--- config.mk ---
export PLATFORM = sky130hd
export DESIGN_NAME = control_unit
export DESIGN_NICKNAME = d
export VERILOG_FILES = /design/src/rtl/cpu_pkg.sv /design/src/rtl/reg_decoder_4to16.sv /design/src/rtl/control_unit.sv
export SDC_FILE = /design/constraint.sdc
export NUM_CORES = 1
export LEC_CHECK = 0
export ABC_AREA = 1
export CAP_MARGIN = 20
export CELL_PAD_IN_SITES_DETAIL_PLACEMENT = 2
export CELL_PAD_IN_SITES_GLOBAL_PLACEMENT = 2
export CORE_AREA = 2 2 85 87
export DETAILED_ROUTE_END_ITERATION = 8
export DIE_AREA = 0 0 87 89
export HOLD_SLACK_MARGIN = 0.03
export PLACE_DENSITY = 0.82
export SLEW_MARGIN = 30
export SYNTH_ARGS = -nofsm -noshare
export SYNTH_HDL_FRONTEND = slang
export SYNTH_SLANG_ARGS = --single-unit
--- constraint.sdc ---
create_clock -name Clock -period 3 [get_ports Clock]
set_input_delay 0.6 -clock Clock [delete_from_list [all_inputs] [get_ports Clock]]
set_output_delay 0.6 -clock Clock [all_outputs]
set_load 0.02 [all_outputs]
--- src/rtl/cpu_pkg.sv ---
// ============================================================================
// cpu_pkg : opcodes, sequencer state encodings and IR field positions
// Rev 1.0
// ============================================================================
`default_nettype none

package cpu_pkg;

  typedef enum logic [3:0] {
    S_RESET = 4'd0,
    S_T0    = 4'd1,
    S_T1    = 4'd2,
    S_T2    = 4'd3,
    S_T3    = 4'd4,
    S_T4    = 4'd5,
    S_T5    = 4'd6,
    S_HALT  = 4'd7
  } state_t;

  localparam logic [4:0] OP_ADD  = 5'b00011;
  localparam logic [4:0] OP_SUB  = 5'b00100;
  localparam logic [4:0] OP_AND  = 5'b00101;
  localparam logic [4:0] OP_OR   = 5'b00110;
  localparam logic [4:0] OP_NOP  = 5'b11010;
  localparam logic [4:0] OP_HALT = 5'b11011;

  localparam int OPC_LSB = 27;
  localparam int RA_LSB  = 23;
  localparam int RB_LSB  = 19;
  localparam int RC_LSB  = 15;

  function automatic logic [4:0] ir_opcode(input logic [31:0] ir);
    return ir[OPC_LSB +: 5];
  endfunction

  function automatic logic [3:0] ir_reg(input logic [31:0] ir, input int lsb);
    return ir[lsb +: 4];
  endfunction

  function automatic logic is_alu_op(input logic [4:0] op);
    return (op == OP_ADD) || (op == OP_SUB) || (op == OP_AND) || (op == OP_OR);
  endfunction

endpackage

`default_nettype wire

--- src/rtl/reg_decoder_4to16.sv ---
// ============================================================================
// reg_decoder_4to16 : 4-bit register index plus enable to one-hot vector
// Rev 1.0
// ============================================================================
`default_nettype none

module reg_decoder_4to16 #(
  parameter int NREGS = 16
) (
  input  logic [3:0]       idx,
  input  logic             en,
  output logic [NREGS-1:0] onehot
);

  for (genvar i = 0; i < NREGS; i++) begin : g_bit
    assign onehot[i] = en && (idx == 4'(i));
  end

endmodule

`default_nettype wire

--- src/rtl/control_unit.sv ---
// ============================================================================
// control_unit : hardwired fetch/decode/execute sequencer for the single-bus CPU
// Rev 1.0
// ============================================================================
`default_nettype none

module control_unit
  import cpu_pkg::*;
#(
  parameter int NREGS = 16
) (
  input  logic             Clock,
  input  logic             Reset,
  input  logic [31:0]      IR,
  input  logic             MemReady,
  input  logic             Stop,
  output logic             PCout,
  output logic             Zlowout,
  output logic             MDRout,
  output logic             MARin,
  output logic             Zin,
  output logic             PCin,
  output logic             MDRin,
  output logic             IRin,
  output logic             Yin,
  output logic             IncPC,
  output logic             Read,
  output logic             ADD,
  output logic             SUB,
  output logic             AND,
  output logic             OR,
  output logic [NREGS-1:0] Rin,
  output logic [NREGS-1:0] Rout,
  output logic             Run
);

  state_t     state;
  logic [4:0] opcode;
  logic [3:0] ra;
  logic [3:0] rb;
  logic [3:0] rc;
  logic [3:0] rout_idx;
  logic       rin_en;
  logic       rout_en;
  logic       unused_ir;

  assign opcode    = ir_opcode(IR);
  assign ra        = ir_reg(IR, RA_LSB);
  assign rb        = ir_reg(IR, RB_LSB);
  assign rc        = ir_reg(IR, RC_LSB);
  assign unused_ir = ^IR[14:0];

  always_ff @(posedge Clock or posedge Reset) begin
    if (Reset) begin
      state <= S_RESET;
    end else begin
      case (state)
        S_RESET: state <= S_T0;
        S_T0:    state <= S_T1;
        S_T1:    state <= MemReady ? S_T2 : S_T1;
        S_T2: begin
          // A halt opcode wins over the instruction-end Stop check.
          if (is_alu_op(opcode))     state <= S_T3;
          else if (opcode == OP_HALT) state <= S_HALT;
          else                        state <= Stop ? S_HALT : S_T0;
        end
        S_T3:    state <= S_T4;
        S_T4:    state <= S_T5;
        S_T5:    state <= Stop ? S_HALT : S_T0;
        S_HALT:  state <= S_HALT;
        default: state <= S_RESET;
      endcase
    end
  end

  always_comb begin
    PCout   = 1'b0;
    Zlowout = 1'b0;
    MDRout  = 1'b0;
    MARin   = 1'b0;
    Zin     = 1'b0;
    PCin    = 1'b0;
    MDRin   = 1'b0;
    IRin    = 1'b0;
    Yin     = 1'b0;
    IncPC   = 1'b0;
    Read    = 1'b0;
    ADD     = 1'b0;
    SUB     = 1'b0;
    AND     = 1'b0;
    OR      = 1'b0;
    Run     = 1'b0;
    case (state)
      S_T0: begin
        PCout = 1'b1;
        MARin = 1'b1;
        IncPC = 1'b1;
        Zin   = 1'b1;
        Run   = 1'b1;
      end
      S_T1: begin
        Zlowout = 1'b1;
        PCin    = 1'b1;
        Read    = 1'b1;
        MDRin   = 1'b1;
        Run     = 1'b1;
      end
      S_T2: begin
        MDRout = 1'b1;
        IRin   = 1'b1;
        Run    = 1'b1;
      end
      S_T3: begin
        Yin = 1'b1;
        Run = 1'b1;
      end
      S_T4: begin
        Zin = 1'b1;
        Run = 1'b1;
        ADD = (opcode == OP_ADD);
        SUB = (opcode == OP_SUB);
        AND = (opcode == OP_AND);
        OR  = (opcode == OP_OR);
      end
      S_T5: begin
        Zlowout = 1'b1;
        Run     = 1'b1;
      end
      default: ;
    endcase
  end

  assign rin_en   = (state == S_T5);
  assign rout_en  = (state == S_T3) || (state == S_T4);
  assign rout_idx = (state == S_T3) ? rb : rc;

  reg_decoder_4to16 #(.NREGS(NREGS)) u_rin_dec (
    .idx    (ra),
    .en     (rin_en),
    .onehot (Rin)
  );

  reg_decoder_4to16 #(.NREGS(NREGS)) u_rout_dec (
    .idx    (rout_idx),
    .en     (rout_en),
    .onehot (Rout)
  );

endmodule

`default_nettype wire

==> results <==
-- repair_timing --
action,4_1_cts,5_1_grt
hold endpoints to repair,0,0
setup endpoints to repair,0,4
resized for setup,0,4
-- power by group --
part / switching (mW) / total (mW) / internal, mW
Combinational: 0.373 / 0.636 / 0.263
Sequential: 0.0439 / 0.107 / 0.0626
Clock: 0.0247 / 0.115 / 0.0904
Total: 0.441 / 0.857 / 0.416
-- cell usage after synthesis (all sizes together) --
cell | instances | share of area, %
inv | 18 | 10
o21ai | 6 | 6.8
and3 | 1 | 1.1
nand2 | 32 | 19
nor4 | 1 | 0.95
nor2 | 50 | 29
nand3b | 1 | 1.1
buf | 7 | 8.2
nor3 | 4 | 3.0
dfrtp | 3 | 11
nand3 | 11 | 8.4
-- area by class of cell --
cell class                 instances  share of cell area (%)
timing repair buffer              70                    48.5
multi-input combinational        106                    31.7
sequential                         3                    5.16
inverter                          18                    4.64
tap                               80                    6.88
clock buffer                       4                    3.10
-- cells by family (layout without fill, tap and decap cells) --
| logic type | after synthesis | in the layout | share of synthesized area [%] |
|---|---|---|---|
| simple gates | 100 | 100 | 63.3 |
| flops | 3 | 3 | 11.4 |
| compound gates | 6 | 6 | 6.84 |
| buf+inv | 25 | 92 | 18.4 |
-- how the worst min path moves through the flow --
stage,from,to,cells past startpoint
6_report,Reset,state[1],2
5_1_grt,Reset,state[0],2
4_1_cts,Reset,state[1],2
3_5_place_dp,state[1],state[0],2
3_3_place_gp,state[1],state[0],2
2_1_floorplan,Reset,state[0],1
-- stage by stage --
| stage | TNS, ns | std cells | util [%] |
|---|---|---|---|
| after floorplan | 0 | 134 | - |
| after global placement | 0 | 277 | 20.8 |
| after detailed placement | 0 | 277 | 20.8 |
| after CTS | 0 | 281 | 21.5 |
| after global routing | -0.00415 | 281 | 21.7 |
| final | 0 | 281 | 21.7 |
-- worst reg2reg max path, cell delays in order (launching register included) --
cell	delay, ns
dfrtp_1	0.44
inv_1	0.12
nor2_2	0.18
nand2_2	0.13
nand2_2	0.13
nor2_1	0.06
nand2_1	0.07
-- cells in the final DEF, fill, tap and decap left out --
master and count:
clkbuf_1 1, nand2_1 29, dlymetal6s2s_1 4, nor3_1 4, o21ai_2 4, inv_1 16, nor2_2 2, o21ai_0 2
nand3_1 11, nor4_1 1, buf_4 2, nor2_1 48, dfrtp_1 3, nand2_2 3, and3_2 1, inv_2 2
clkbuf_8 3, nand3b_1 1, clkdlybuf4s50_1 64
-- metal layers --
| metal | track usage [%] | part of all wire (%) | up-vias |
|---|---|---|---|
| li1 | - | - | 538 |
| met1 | 8.96 | 39 | 506 |
| met2 | 17.4 | 56 | 38 |
| met3 | 0.739 | 4.4 | 4 |
| met4 | 3.41 | 0.78 | 0 |
| met5 | 0 | 0 | - |
==> key figures <==
Run status
  • Status: finished clean

Setup path
  • Startpoint Class: primary input
  • WP buf/inv: 4
  • Critical path endpoint: Rout[2]
  • Stages on worst setup path: 8
  • Critical Path Source: IR[16]
  • Top delay family on crit path: buffers and inverters
  • Cell Chain, Critical Path: clkdlybuf4s50_1, inv_1, nand2_1, o21ai_2, inv_1, nand3_1, nor2_1, clkdlybuf4s50_1
  • Register-to-Register Path Depth: 6
  • Worst R2R Start: state[0]
  • CP max stage delay: 0.62 ns
  • Crit path DAT: 2.24 ns
  • Crit path max fanout: 4
  • CP Capture Type: output pin
  • Worst Path Required: 2.40 ns
  • Crit-path slowest cell: clkdlybuf4s50_1
  • Reg-to-Reg End: state[2]
  • Reg-to-reg slack, setup: 1.80 ns
  • Kind of critical path: primary input to output pin

STA
  • Min setup slack post-route: 0.163 ns
  • Pins over their slew limit: 0
  • Fin Clk Skew: 0.00141 ns
  • Tcrit/Tclk final: 94.6%
  • Maximum clock frequency: 353 MHz
  • Final min period: 2.84 ns
  • Hold slack: 0.559 ns
  • Setup-failing EPs final: 0
  • Worst Tran Pin Value: 0.424 ns
  • Fin. Hold Viols: 0
  • Rel. slew slack: 71.5%

Pwr
  • Pwr/cell area: 589 nW/µm²
  • Total Power: 0.857 mW
  • Static leakage: 0.670 nW
  • Worst vdd ir: 0.185 mV

Clocking
  • Root buf cell: clkbuf_8
  • Total CTS buffers: 3
  • Clk buf depth: 2
  • # Post-CTS Setup Buffers: 0
  • CTS tree: done
  • CTS Sinks: 3
  • H-Tree Depth: 1
  • Later-pin clock latency in the skew report: 0.21 ns
  • Clock-pin slew on the worst setup and hold paths: 0.03 ns
  • Hold Buf Count CTS: 0

Route
  • Routed WL: 3440 µm
  • Routed vias/inst: 3.86
  • Initial drt markers: 11
  • Detail Route Antenna Nets: 0
  • Router iterations before antenna repair: 4
  • Via Count: 1086
  • DR WL/cell: 12.2 µm
  • # DRC: 0

Floorplanning
  • DIE HEIGHT: 89 µm
  • Core area: 6720 µm²
  • Die W: 87 µm
  • Num rows: 30
  • Initial Util: 9.80%
  • I/O pins: 84
  • Die area: 7740 µm²

Yosys
  • Netlist cell types: 17
  • Synth Warn #: 0
  • Synth Area per Inst: 4.91 µm²
  • Net count after synthesis: 170
  • Synthesized area: 658 µm²
  • FF+latch count, synth: 3
  • Mapped Cells: 134
  • Register area share after synthesis: 11.4%

Global route
  • Vias in the first global route: 1169
  • Total GRT Usage: 8.57%
  • GRT overflow: 0
  • Number of antenna violations at the first check in global routing: 0
  • First-pass GRT wire length: 5290 µm
  • Largest net degree at the start of global routing: 12

Final layout
  • Largest Register: state
  • Area of the multi-input gates: 462 µm²
  • Sequential Area: 75.1 µm²
  • Number of flip-flops in the largest register: 3
  • # nets final: 238
  • Area growth syn-to-layout: 121%
  • Final Cell Area: 1460 µm²
  • Filler cell count: 811
  • N_diodes: 0
  • Share of layout cells above drive strength 1: 8.46%
  • Largest regs: state: 3 flops

Min path
  • Hold WC Path Type: primary input to async pin

Placed design
  • Post-detail-place hpwl: 3050 µm
  • GPL Wtd Cong: 0.780
  • Place WS: 0.0913 ns
  • Port-buffer cells: 68
  • Placement Cell Area: 1400 µm²

Job
  • MaxCap Viol Count: 0
Note: power is estimated with default switching activity, not from simulation.
